## config.mk

```make
export PLATFORM = sky130hd
export DESIGN_NAME = mux_select_sequencer_flat
export DESIGN_NICKNAME = d
export VERILOG_FILES = /design/src/rtl/mux_select_sequencer_pkg.sv /design/src/rtl/mux_select_sequencer_if.sv /design/src/rtl/mux_select_sequencer_rr_pick4.sv /design/src/rtl/mux_select_sequencer.sv /design/src/flat_wrapper.sv
export SDC_FILE = /design/constraint.sdc
export NUM_CORES = 1
export LEC_CHECK = 0
export BUFFER_PORTS_ARGS = -buffer_cell sky130_fd_sc_hd__clkbuf_2
export CORE_ASPECT_RATIO = 1.5
export CORE_MARGIN = 2
export CORE_UTILIZATION = 50
export DETAILED_ROUTE_END_ITERATION = 7
export PLACE_DENSITY = 0.74
export SLEW_MARGIN = 25
export SYNTH_ARGS = -nofsm -noshare
export SYNTH_HDL_FRONTEND = slang
export SYNTH_HIERARCHICAL = 1
export SYNTH_SLANG_ARGS = --single-unit
```

## constraint.sdc

```tcl
create_clock -name clk -period 2.8 [get_ports clk]
set_clock_uncertainty 0.05 [all_clocks]
set_input_delay 0.56 -clock clk [delete_from_list [all_inputs] [get_ports clk]]
set_output_delay 0.56 -clock clk [all_outputs]
set_load 0.02 [all_outputs]
```

## src/rtl/mux_select_sequencer_pkg.sv

```systemverilog
// Shared definitions for the mux select sequencer: state encodings,
// channel indices, the fixed index-to-select mapping and the default
// settle window.
package mux_select_sequencer_pkg;

    typedef enum logic [1:0] {
        ST_IDLE    = 2'd0,
        ST_SETTLE  = 2'd1,
        ST_PRESENT = 2'd2
    } state_t;

    localparam logic [1:0] CH_A = 2'd0;
    localparam logic [1:0] CH_B = 2'd1;
    localparam logic [1:0] CH_C = 2'd2;
    localparam logic [1:0] CH_D = 2'd3;

    localparam int DEFAULT_SETTLE_CYCLES = 2;

    // Returns {s1, s2} for a channel index.
    function automatic logic [1:0] sel_of(input logic [1:0] idx);
        logic [1:0] sel;
        case (idx)
            CH_A:    sel = 2'b00;
            CH_B:    sel = 2'b10;
            CH_C:    sel = 2'b01;
            default: sel = 2'b11;
        endcase
        return sel;
    endfunction

endpackage

```

## src/rtl/mux_select_sequencer_if.sv

```systemverilog
// Bus between the channel requesters / capture logic and the sequencer.
//
// Handshake: sel_valid rises once the select has been stable for the
// settle window and then stays high, with s1/s2/ch_idx frozen, until a
// rising edge samples ack=1. That edge completes exactly one transfer;
// sel_valid is low the next cycle. ack is ignored while sel_valid=0.
interface mux_select_sequencer_if #(
    parameter int CNT_W = 8
);
    logic             en;
    logic [3:0]       req;
    logic             ack;
    logic             s1;
    logic             s2;
    logic [1:0]       ch_idx;
    logic             sel_valid;
    logic             busy;
    logic [CNT_W-1:0] xfer_cnt;

    modport master (
        output en, req, ack,
        input  s1, s2, ch_idx, sel_valid, busy, xfer_cnt
    );

    modport slave (
        input  en, req, ack,
        output s1, s2, ch_idx, sel_valid, busy, xfer_cnt
    );

endinterface

```

## src/rtl/mux_select_sequencer_rr_pick4.sv

```systemverilog
// Combinational round-robin picker for four requesters. The search
// starts at last+1 and wraps modulo 4; the first set request wins.
module rr_pick4 (
    input  logic [3:0] req,
    input  logic [1:0] last,
    output logic       any,
    output logic [1:0] win
);

    logic [1:0] idx;

    // Scan the four candidates in priority order starting after last.
    always_comb begin
        any = 1'b0;
        win = last;
        idx = '0;
        for (int i = 1; i <= 4; i++) begin
            idx = last + 2'(i);
            if (!any && req[idx]) begin
                any = 1'b1;
                win = idx;
            end
        end
    end

endmodule

```

## src/rtl/mux_select_sequencer.sv

```systemverilog
// Upstream control for the 4-bit 4-to-1 channel mux: grants one
// requesting channel round-robin, holds the select for a settle window,
// then presents it to the capture logic until acknowledged.
module mux_select_sequencer
    import mux_select_sequencer_pkg::*;
#(
    parameter int SETTLE_CYCLES = DEFAULT_SETTLE_CYCLES,
    parameter int CNT_W         = 8
) (
    input  logic                         clk,
    input  logic                         reset_n,
    mux_select_sequencer_if.slave        bus,
    output state_t                       state_dbg
);

    state_t           state;
    logic [3:0]       settle_cnt;
    logic [1:0]       last;
    logic [1:0]       ch_idx;
    logic             s1;
    logic             s2;
    logic             sel_valid;
    logic             busy;
    logic [CNT_W-1:0] xfer_cnt;

    logic             any;
    logic [1:0]       win;

    rr_pick4 u_pick (
        .req  (bus.req),
        .last (last),
        .any  (any),
        .win  (win)
    );

    // Grant / settle / present sequencing with all outputs registered.
    always_ff @(posedge clk or negedge reset_n) begin
        if (!reset_n) begin
            state      <= ST_IDLE;
            settle_cnt <= '0;
            last       <= CH_D;
            ch_idx     <= CH_A;
            s1         <= 1'b0;
            s2         <= 1'b0;
            sel_valid  <= 1'b0;
            busy       <= 1'b0;
            xfer_cnt   <= '0;
        end else begin
            case (state)
                ST_IDLE: begin
                    sel_valid <= 1'b0;
                    busy      <= 1'b0;
                    if (bus.en && any) begin
                        ch_idx     <= win;
                        {s1, s2}   <= sel_of(win);
                        settle_cnt <= 4'(SETTLE_CYCLES - 1);
                        busy       <= 1'b1;
                        state      <= ST_SETTLE;
                    end
                end
                ST_SETTLE: begin
                    if (!bus.en || !bus.req[ch_idx]) begin
                        busy  <= 1'b0;
                        state <= ST_IDLE;
                    end else if (settle_cnt == 4'd0) begin
                        sel_valid <= 1'b1;
                        state     <= ST_PRESENT;
                    end else begin
                        settle_cnt <= settle_cnt - 4'd1;
                    end
                end
                ST_PRESENT: begin
                    // Select is frozen here; only ack can end the presentation.
                    if (bus.ack) begin
                        sel_valid <= 1'b0;
                        busy      <= 1'b0;
                        last      <= ch_idx;
                        xfer_cnt  <= xfer_cnt + 1'b1;
                        state     <= ST_IDLE;
                    end
                end
                default: begin
                    sel_valid <= 1'b0;
                    busy      <= 1'b0;
                    state     <= ST_IDLE;
                end
            endcase
        end
    end

    assign bus.s1        = s1;
    assign bus.s2        = s2;
    assign bus.ch_idx    = ch_idx;
    assign bus.sel_valid = sel_valid;
    assign bus.busy      = busy;
    assign bus.xfer_cnt  = xfer_cnt;
    assign state_dbg     = state;

endmodule

```

## src/flat_wrapper.sv

```systemverilog
// flat-port wrapper written by rule: the top's interface ports become plain ports
module mux_select_sequencer_flat import mux_select_sequencer_pkg::*;
#(
    parameter int SETTLE_CYCLES = DEFAULT_SETTLE_CYCLES,
    parameter int CNT_W         = 8
)
  (clk, reset_n, state_dbg, bus_en, bus_req, bus_ack, bus_s1, bus_s2, bus_ch_idx, bus_sel_valid, bus_busy, bus_xfer_cnt);
  mux_select_sequencer_if #(.CNT_W(CNT_W)) bus_i ();
  input  logic clk;
  input  logic reset_n;
  output state_t state_dbg;
  input wire logic [$bits(bus_i.en)-1:0] bus_en;
  input wire logic [$bits(bus_i.req)-1:0] bus_req;
  input wire logic [$bits(bus_i.ack)-1:0] bus_ack;
  output wire logic [$bits(bus_i.s1)-1:0] bus_s1;
  output wire logic [$bits(bus_i.s2)-1:0] bus_s2;
  output wire logic [$bits(bus_i.ch_idx)-1:0] bus_ch_idx;
  output wire logic [$bits(bus_i.sel_valid)-1:0] bus_sel_valid;
  output wire logic [$bits(bus_i.busy)-1:0] bus_busy;
  output wire logic [$bits(bus_i.xfer_cnt)-1:0] bus_xfer_cnt;
  assign bus_i.en = bus_en;
  assign bus_i.req = bus_req;
  assign bus_i.ack = bus_ack;
  assign bus_s1 = bus_i.s1;
  assign bus_s2 = bus_i.s2;
  assign bus_ch_idx = bus_i.ch_idx;
  assign bus_sel_valid = bus_i.sel_valid;
  assign bus_busy = bus_i.busy;
  assign bus_xfer_cnt = bus_i.xfer_cnt;
  mux_select_sequencer #(.SETTLE_CYCLES(SETTLE_CYCLES), .CNT_W(CNT_W)) u_core (.clk(clk), .reset_n(reset_n), .bus(bus_i), .state_dbg(state_dbg));
endmodule
```

; ---- Word level (Yosys, flattened, before mapping)
; Index checks and enable logic that the tools add are counted.
[word_totals]
word_cells = 85
register_bits = 22
in_bits = 8
output_inout_bits = 16
[classes]
mux = 35
n_reduce_logical = 20
eq_ne = 11
order_cmp = 5
add_sub_neg = 5
[ops]
columns = cell, count
row1 = 2-bit two-way mux, 8
row2 = 2-bit by 3-bit < comparator with 1-bit output (second input constant), 5
row3 = 1-bit two-way mux, 14
row4 = 4-bit two-way mux, 3
row5 = 2-bit case mux with 3 select lines, 2
row6 = 1-bit binary-select mux with 2-bit select, 5
row7 = 8-bit by 1-bit adder with 8-bit output (second input constant), 1
row8 = 4-bit case mux with 2 select lines, 1
row9 = 2-bit by 1-bit != test with 1-bit output (second input constant), 3
row10 = 2-bit != test (second input constant), 3
row11 = 2-bit AND reduction, 3
row12 = 3-bit AND reduction, 2
row13 = 1-bit logical NOT, 5
row14 = 2-bit adder (second input constant), 2
row15 = 2-bit by 1-bit equality test with 1-bit output (second input constant), 2
row16 = 2-bit equality test (second input constant), 2
row17 = 1-bit logical AND, 4
row18 = 2-bit logical NOT, 2
row19 = 4-bit logical NOT, 1
row20 = 4-bit AND reduction, 1
row21 = 4-bit by 1-bit subtractor with 4-bit output (second input constant), 1
row22 = 3-bit by 1-bit != test with 1-bit output (second input constant), 1
row23 = 1-bit case mux with 3 select lines, 1
row24 = 2-bit by 1-bit adder with 2-bit output (second input constant), 1
row25 = 3 further kinds, 3

; ---- Longest topological paths before layout
; Gate-level depths: netlist of the first run.
[depth]
ltp_word = 16
depth_mapped = 6
ltp_nobuf = 6

; ---- By module
; The synthesis of the first run kept the hierarchy.
[by_module_without_submodules]
columns = mod, cells_per_inst, area_each_um2, n_inst, seq_area_each_um2
row1 = mux_select_sequencer, 93, 1078.5, 1, 553.0
row2 = rr_pick4, 14, 82.6, 1, 0.0

; ---- Worst setup path after synthesis of the first run
; No wires, ideal clock.
[synth_path]
kind = input to register
startpoint = input bus_req[3]
endpoint = register u_core.settle_cnt[1]
stages = 6
required_ns = 2.621
arrival_time_ns = 1.657
setup_time_ns = 0.129
slack_ns = 0.964
path_cell_list = or4_1 > nand4bb_1 > buf_4 > nand2_1 > a32oi_1 > o31ai_1
[synth_between]
elab_chain_len = 15
elab_cells_between_ends = 26
classes_between = 2 x eq/ne / 14 x mux / 10 x reduce/logical
[synth_lines]
columns = item, line
row1 = start: declaration, flat_wrapper.sv:13  ; input wire logic [$bits(bus_i.req)-1:0] bus_req;
row2 = 1-bit binary-select mux with 2-bit select, mux_select_sequencer_rr_pick4.sv:19  ; if (!any && req[idx]) begin
row3 = 1-bit two-way mux (not written as such), mux_select_sequencer_rr_pick4.sv:19
row4 = 1-bit two-way mux, mux_select_sequencer_rr_pick4.sv:19
row5 = 1-bit logical NOT, mux_select_sequencer_rr_pick4.sv:19
row6 = 1-bit logical AND, mux_select_sequencer_rr_pick4.sv:19
row7 = 1-bit two-way mux, mux_select_sequencer_rr_pick4.sv:19
row8 = 1-bit logical NOT, mux_select_sequencer_rr_pick4.sv:19
row9 = 1-bit logical AND, mux_select_sequencer_rr_pick4.sv:19
row10 = 1-bit two-way mux, mux_select_sequencer_rr_pick4.sv:19
row11 = 1-bit logical NOT, mux_select_sequencer_rr_pick4.sv:19
row12 = 1-bit logical AND, mux_select_sequencer_rr_pick4.sv:19
row13 = 1-bit two-way mux, mux_select_sequencer_rr_pick4.sv:19
row14 = 1-bit logical AND, mux_select_sequencer.sv:53  ; if (bus.en && any) begin
row15 = 2-bit by 1-bit != test with 1-bit output (no source line), n/a
row16 = 4-bit AND reduction (no source line) *, n/a
row17 = end signal: assignment, mux_select_sequencer.sv:56  ; settle_cnt <= 4'(SETTLE_CYCLES - 1);
row18 = end signal: assignment, mux_select_sequencer.sv:69  ; settle_cnt <= settle_cnt - 4'd1;
row19 = end: declaration, mux_select_sequencer.sv:17  ; logic [3:0] settle_cnt;
; Every way passes the cells marked *; elsewhere a longest branch is shown, timed or not. The select of a mux whose other input is x is not followed.
; A chain may end at the register's enable or synchronous reset.

; ---- Worst setup path after layout of the first run
[layout_path]
startpoint = input bus_req[3]
endpoint = register u_core.settle_cnt[1]
[layout_between]
elab_chain_len = 15
elab_cells_between_ends = 26
classes_between = 2 x eq/ne / 14 x mux / 10 x reduce/logical
[layout_lines]
columns = item, line
row1 = 1-bit binary-select mux with 2-bit select, mux_select_sequencer_rr_pick4.sv:19
row2 = 1-bit two-way mux (not written as such), mux_select_sequencer_rr_pick4.sv:19
row3 = 1-bit two-way mux, mux_select_sequencer_rr_pick4.sv:19
row4 = 1-bit logical NOT, mux_select_sequencer_rr_pick4.sv:19
row5 = 1-bit logical AND, mux_select_sequencer_rr_pick4.sv:19
row6 = 1-bit two-way mux, mux_select_sequencer_rr_pick4.sv:19
row7 = 1-bit logical NOT, mux_select_sequencer_rr_pick4.sv:19
row8 = 1-bit logical AND, mux_select_sequencer_rr_pick4.sv:19
row9 = 1-bit two-way mux, mux_select_sequencer_rr_pick4.sv:19
row10 = 1-bit logical NOT, mux_select_sequencer_rr_pick4.sv:19
row11 = 1-bit logical AND, mux_select_sequencer_rr_pick4.sv:19
row12 = 1-bit two-way mux *, mux_select_sequencer_rr_pick4.sv:19
row13 = via u_core.any, mux_select_sequencer.sv:26  ; logic any;
row14 = 1-bit logical AND *, mux_select_sequencer.sv:53
row15 = 2-bit by 1-bit != test with 1-bit output (no source line) *, n/a
row16 = 4-bit AND reduction (no source line) *, n/a
; Mark *: on every way through the listed nets, which the timed path passes. The rest lies on a longest branch. The select of a mux whose other input is x is not followed.

==> impl_results.md, run 1 <==
* Status: complete, no violations
* Final worst slack at 0.9080 ns
* Routability Congestion at 0.8343
* # IOs at 24
* Antenna diodes at 0
* Clock sinks at 22
* CP Capture Type: flip-flop
* Period minus WS final at 1.892 ns
* DR vias/cell at 5.591
* Global route overflow at 0
* Cell taking the most area after synthesis: dfrtp_1
* Filler instances at 216
* Hold Buf Count CTS at 0
* TritonRoute pass-1 iters at 3
* Area Overhead vs Synth at 14.87%
* First-pass GRT wire length at 3.719 mm
* Max Freq at 0.5285 GHz
* Initial core utilization at 52.61%
* Hold Vio Cnt, Final at 0
* MaxCap Viol Count at 0
* Dpl cells at 150
* Crit path DAT at 2.04 ns
* Setup crit start kind: input port
* Multi-input gate area at 558.0 µm²
* Site row count at 21
* Final setup viols at 0
* DP HPWL at 1.660 mm
* Post-synth EDFFs at 0
* Leakage power at 0.6766 nW
* Sequential area share after synthesis at 47.63%
* Peak VDD IR at 0.6572 mV
* # DRC at 0
* Setup tns final at 0 ns
* Yosys top cell area share at 43.10%
* Instance count of the mapped netlist at 107
* Share of post-route cells with drive strength above 1 at 31.30%
* Mean Syn Cell Area at 10.85 µm²
* Total GRT Usage at 17.88%
* Clock Tree Buf Depth at 2
* Initial drt markers at 11
* Final #Nets at 143
* Clock Latency Late Sink at 0.31 ns
* Required time of the critical path at 2.95 ns
* I/O Buffers at 23
* Setup slack, reg-to-reg at 1.13 ns
* Post_cts resized at 0
* Pwr Density at 913.9 nW/µm²
* Max_slew headroom at 60.79%
* Top FF cell, synth: dfrtp_1
* Ys async rst share at 100.0%
* Die ar. at 2732 µm²
* Worst R2R Path Depth at 6
* Synth Register Bits at 22
* Worst Hold Slack at 0.1534 ns
* Routed WL at 2.151 mm
* Synth warn at 6
* CTS tree: yes
* Non-Filler Instances at 154
* Mapped cell area at 1161 µm²
* FF-to-FF Start: u_core/settle_cnt[0]
* Top cells by area, synth: dfrtp_1 43%, dfstp_2 4.5%, mux2_2 3.9%
* CTS H-tree lvls at 1
* Netlist cell types at 40
* Worst Setup EP: u_core/settle_cnt[1]
* Vias after detailed routing at 861
* Vias in the first global route at 849
* DRT antenna net count at 0
* Core footprint at 2207 µm²
* Num CTS Buffers at 3
* Root Driver: clkbuf_4
* CP startpoint: bus_req[3]
* Die Width at 43.35 µm
* DR WL/cell at 13.97 µm
* Post-CTS setup buffers at 0
* RSZ-0062 raised after global routing: false
* Vert. Die Dim at 63.02 µm
* Worst-Margin Slew at 0.5869 ns
* Worst-path fanout max at 9
* Max-slew violations at 0
* Mapped Nets at 118
* Critical path type: in -> reg
* Register Area at 553.0 µm²
* Clock slew at reported path FFs at 0.13 ns
* Antenna violations before repair at 0
* Pin count of the biggest net entering global routing at 23
* R2R Path End: u_core/settle_cnt[1]
* Post-place setup slack at 0.5453 ns
* Period utilization at 67.57%
* HP Class: in -> async
## layout make-up
type,count,area share [%]
multi-input cells,75,41.84
repair buffers,23,8.630
well taps,23,2.158
clock buffers,3,1.689
inverters,7,1.970
clock inverters,1,2.251
flip-flops and latches,22,41.46
## worst max-delay path: stages
cell	delay, ns
clkbuf_2	0.12
or4_1	0.53
nand4bb_1	0.34
nand2_1	0.16
a32oi_1	0.24
o31ai_1	0.09
## cell usage in the layout, fill, tap and decap left out, types with 4 or more instances in the layout
master	netlist	final
clkbuf_2	0	23
dfrtp_1	20	20
nand2_1	11	11
inv_1	7	7
nor2_1	6	6
nand3_1	5	5
mux2i_1	4	4
xnor2_1	4	4
mux2_2	4	4
## where the power goes
group          total [W]  internal, W  switching (W)
Combinational   0.000467     0.000198       0.000269
Clock           0.000243     0.000145      0.0000985
Sequential      0.000509     0.000411      0.0000980
## synth_stat cells, drive strengths merged, types with 3 or more instances
| cell type | instances |
|---|---|
| xor2 | 3 |
| mux2 | 6 |
| nor2 | 6 |
| dfrtp | 20 |
| ha | 3 |
| nand3 | 6 |
| nand2 | 11 |
| mux2i | 4 |
| a21oi | 3 |
| inv | 7 |
| o22ai | 3 |
| nand2b | 3 |
| nor3 | 3 |
| buf | 3 |
| xnor2 | 4 |
## how the worst min path moves through the flow
stage / from / to / slack (ns) / cells past startpoint
finish: reset_n / u_core/settle_cnt[3] / 0.15 / 1
global route: reset_n / u_core/bus.sel_valid / 0.18 / 1
CTS: reset_n / u_core/settle_cnt[1] / 0.16 / 1
detailed placement: u_core/bus.xfer_cnt[7] / u_core/bus.xfer_cnt[7] / 0.42 / 1
global placement: u_core/bus.xfer_cnt[7] / u_core/bus.xfer_cnt[7] / 0.41 / 1
floorplan: reset_n / u_core/bus.busy / 0.21 / 0
## registers in the layout (all words and copies together), names as in the netlist
name                  flops
u_core/bus.xfer_cnt       8
u_core/settle_cnt         4
u_core/bus.ch_idx         2
u_core/last               2
u_core/state_dbg          2
u_core/bus.busy           1
u_core/bus.s1             1
u_core/bus.s2             1
u_core/bus.sel_valid      1
## routing by layer
metal / GRT usage, % / up-vias / wire, µm
li1: - / 424 / -
met1: 22.74 / 413 / 949
met2: 29.10 / 16 / 1066
met3: 2.312 / 8 / 74
met4: 8.712 / 0 / 60
met5: 0 / - / 0
## cells by family (layout without fill, tap and decap cells)
family / after synthesis / after routing / synth area share, %
DFF: 22 / 22 / 47.63
buffers and inverters: 10 / 34 / 4.311
muxes: 10 / 10 / 9.267
and+or+nand+nor: 40 / 40 / 20.91
AOI/OAI and AO/OA: 15 / 15 / 9.375
adders and majority gates: 3 / 3 / 3.233
xor gates and xnor gates: 7 / 7 / 5.280
## stage by stage
stage / power (W) / instance area, µm² / util (%)
after detailed placement: 0.0009887 / 1281 / 58.05
after global placement: 0.0009702 / 1281 / 58.05
after global routing: 0.001299 / 1334 / 60.43
final: 0.001219 / 1334 / 60.43
after floorplan: 0.0008590 / 1161 / -
after CTS: 0.001230 / 1334 / 60.43
No activity file was read; power rests on OpenSTA's default activity.
==> run 2: changes to the inputs <==
ABC_AREA = 1   (was not set)
CORE_UTILIZATION = 49   (was 50)
clock period = 1.6 ns   (was 2.8 ns; I/O delays follow)
==> impl_results.md, run 2 <==
* Routed WL at 3.198 mm
* Cell area after layout at 1813 µm²
* Mapped Nets at 183
* Sequential area share after synthesis at 41.46%
* CTS tree: yes
* Non-Filler Instances at 255
* Wl on met1 at 1.301 mm
* Placed cell areas at 1544 µm²
* Highest metal used: met4
* Initial drt markers at 25
* HP Class: in -> reg
* Top cells by area, synth: dfrtp_1 38%, nand2_1 18%, nand3_1 6.4%
* Clock sinks at 22
* Peak VDD IR at 1.215 mV
* Final setup viols at 10
* Crit path DAT at 1.92 ns
* Clock Latency Late Sink at 0.26 ns
* Critical path type: reg -> reg
* Clock slew at reported path FFs at 0.08 ns
* Synth warn at 6
* Wire length on met2 at 1.695 mm
* Failing checks: negative setup slack
* Biggest regs: u_core/bus.xfer_cnt: 8 flops, u_core/settle_cnt: 4 flops
* Filler instances at 212
* Worst-path fanout max at 8
* CP Capture Type: flip-flop
* Top FF cell, synth: dfrtp_1
* Final worst slack at -0.2196 ns
* DR vias/cell at 4.941
* Leakage power at 0.9738 nW
* Yosys top cell area share at 37.52%
* Initial core utilization at 50.93%
* Instance count of the mapped netlist at 172
* RSZ-0062 raised after global routing: true
* Worst Hold Slack at 0.3430 ns
* Vias after detailed routing at 1260
* Antenna diodes at 0
* Global route overflow at 0
* Root Driver: clkbuf_8
* Netlist cell types at 24
* Most common cell after layout, fill and taps aside: nand2_1
* Vias in the first global route at 1135
* Period minus WS final at 1.820 ns
* Multi-input gate area at 774.5 µm²
* Dpl cells at 239
* Final Power at 0.003639 W
* Worst-Margin Slew at 0.5057 ns
* CTS H-tree lvls at 1
* Die ar. at 3164 µm²
* Num CTS Buffers at 3
* Setup crit start kind: flip-flop
* Max_slew headroom at 66.28%
* Area Overhead vs Synth at 35.93%
* DR WL/cell at 12.54 µm
* Synth Register Bits at 22
* First-pass GRT wire length at 4.636 mm
* Post-place setup slack at -0.2308 ns
* Max-slew violations at 0
* Required time of the critical path at 1.71 ns
* Pwr Density at 2007 nW/µm²
* I/O Buffers at 23
* Period utilization at 113.7%
* Mapped cell area at 1334 µm²
* # IOs at 24
* Total GRT Usage at 20.61%
* Post-synth EDFFs at 0
* Metal3 WL at 112 µm
* Ys async rst share at 100.0%
* Mean Syn Cell Area at 7.755 µm²
* DP HPWL at 2.180 mm
* DRT antenna net count at 0
* Site row count at 23
* Status: finished, violations left
* Cell taking the most area after synthesis: dfrtp_1
* Reg with most FFs: u_core/bus.xfer_cnt
* Max Freq at 0.5496 GHz
* Hold Vio Cnt, Final at 0
* Final #Nets at 230
* Share of post-route cells with drive strength above 1 at 40.37%
* Post-synth top cells: 64 x nand2_1, 20 x dfrtp_1, 17 x nand3_1, 10 x inv_1
* Routability Congestion at 0.8365
* Die Width at 46.60 µm
* MaxCap Viol Count at 0
* Core footprint at 2619 µm²
* Pin count of the biggest net entering global routing at 23
* Clock Tree Buf Depth at 2
* Vert. Die Dim at 67.90 µm
* # DRC at 0
* TritonRoute pass-1 iters at 4
* Max reg flops at 8
* Most frequent cell after synthesis: nand2_1
* Commonest cells after routing, fill and taps aside: 52 x nand2_1, 23 x clkbuf_2, 20 x dfrtp_1, 15 x nand3_1
* Antenna violations before repair at 0
* Register Area at 553.0 µm²
[run 2: cell types whose count changed in the layout (fill, tap and decap cells not counted), moves of 4 or more]
| cell | previous run | this run |
|---|---|---|
| inv_2 | 0 | 6 |
| nand3_1 | 5 | 15 |
| o21ai_1 | 1 | 5 |
| nand2_4 | 0 | 7 |
| mux2_2 | 4 | 0 |
| mux2i_1 | 4 | 0 |
| buf_4 | 0 | 14 |
| nand2_2 | 0 | 14 |
| buf_6 | 0 | 4 |
| nand2_1 | 11 | 52 |
[run 2: final timing paths]
check,cells after the start,to,start,slack [ns]
max,11,u_core/settle_cnt[0],u_core/last[0],-0.22
min,4,u_core/state_dbg[1],bus_ack,0.34
min reg2reg,2,u_core/bus.sel_valid,u_core/bus.sel_valid,0.43
max in group asynchronous,2,u_core/last[1],reset_n,0.64
max reg2reg,11,u_core/settle_cnt[0],u_core/last[0],-0.22
min in group asynchronous,2,u_core/settle_cnt[2],reset_n,0.49
[run 2: stage by stage]
step | setup TNS [ns] | utilization, %
global placement | -1.100 | 58.96
CTS | -1.500 | 66.46
floorplan | -0.8487 | -
detailed placement | -1.914 | 58.96
global route | -2.647 | 69.23
finish | -1.888 | 69.23
[run 2: logic make-up after synthesis]
family,synth area share (%)
AOI/OAI and AO/OA,4.690
xor gates and xnor gates,5.910
adders and majority gates,2.815
buffers and inverters,6.098
DFF,41.46
and+or+nand+nor,39.02
[run 2: layout make-up]
cell class	count	area share (%)
inverters	18	4.003
clock inverters	1	1.656
multi-input cells	131	42.72
clock buffers	3	2.277
flip-flops and latches	22	30.50
repair buffers	43	16.29
well taps	37	2.553
[run 2: routing by layer]
metal | GRT usage (%) | up-vias
li1 | - | 634
met1 | 23.67 | 587
met2 | 35.76 | 31
met3 | 1.847 | 8
met4 | 12.14 | 0
met5 | 0 | -
[run 2: critical path: stages, from the launching register on]
cell	delay [ns]
dfstp_2	0.61
inv_4	0.08
nand2_2	0.08
nand2_4	0.07
nand2_4	0.08
nand2_4	0.06
a21oi_4	0.12
nand4_1	0.15
nand3_4	0.20
nand2_4	0.09
nand2_2	0.07
nand2_1	0.06
[run 2: repair_timing]
action | 4_1_cts | 5_1_grt
resized for setup | 13 | 14
hold buffers | 1 | 0
endpoints found under the hold margin | 20 | 0
cloned | 0 | 0
pin swaps | 11 | 7
endpoints found under the setup margin | 10 | 10
buffers inserted | 9 | 2
[run 2: power by group]
group,internal [W],switching [W],total [W]
clock,0.000334,0.000181,0.000515
combinational,0.000891,0.00126,0.00215
sequential,0.000766,0.000209,0.000975
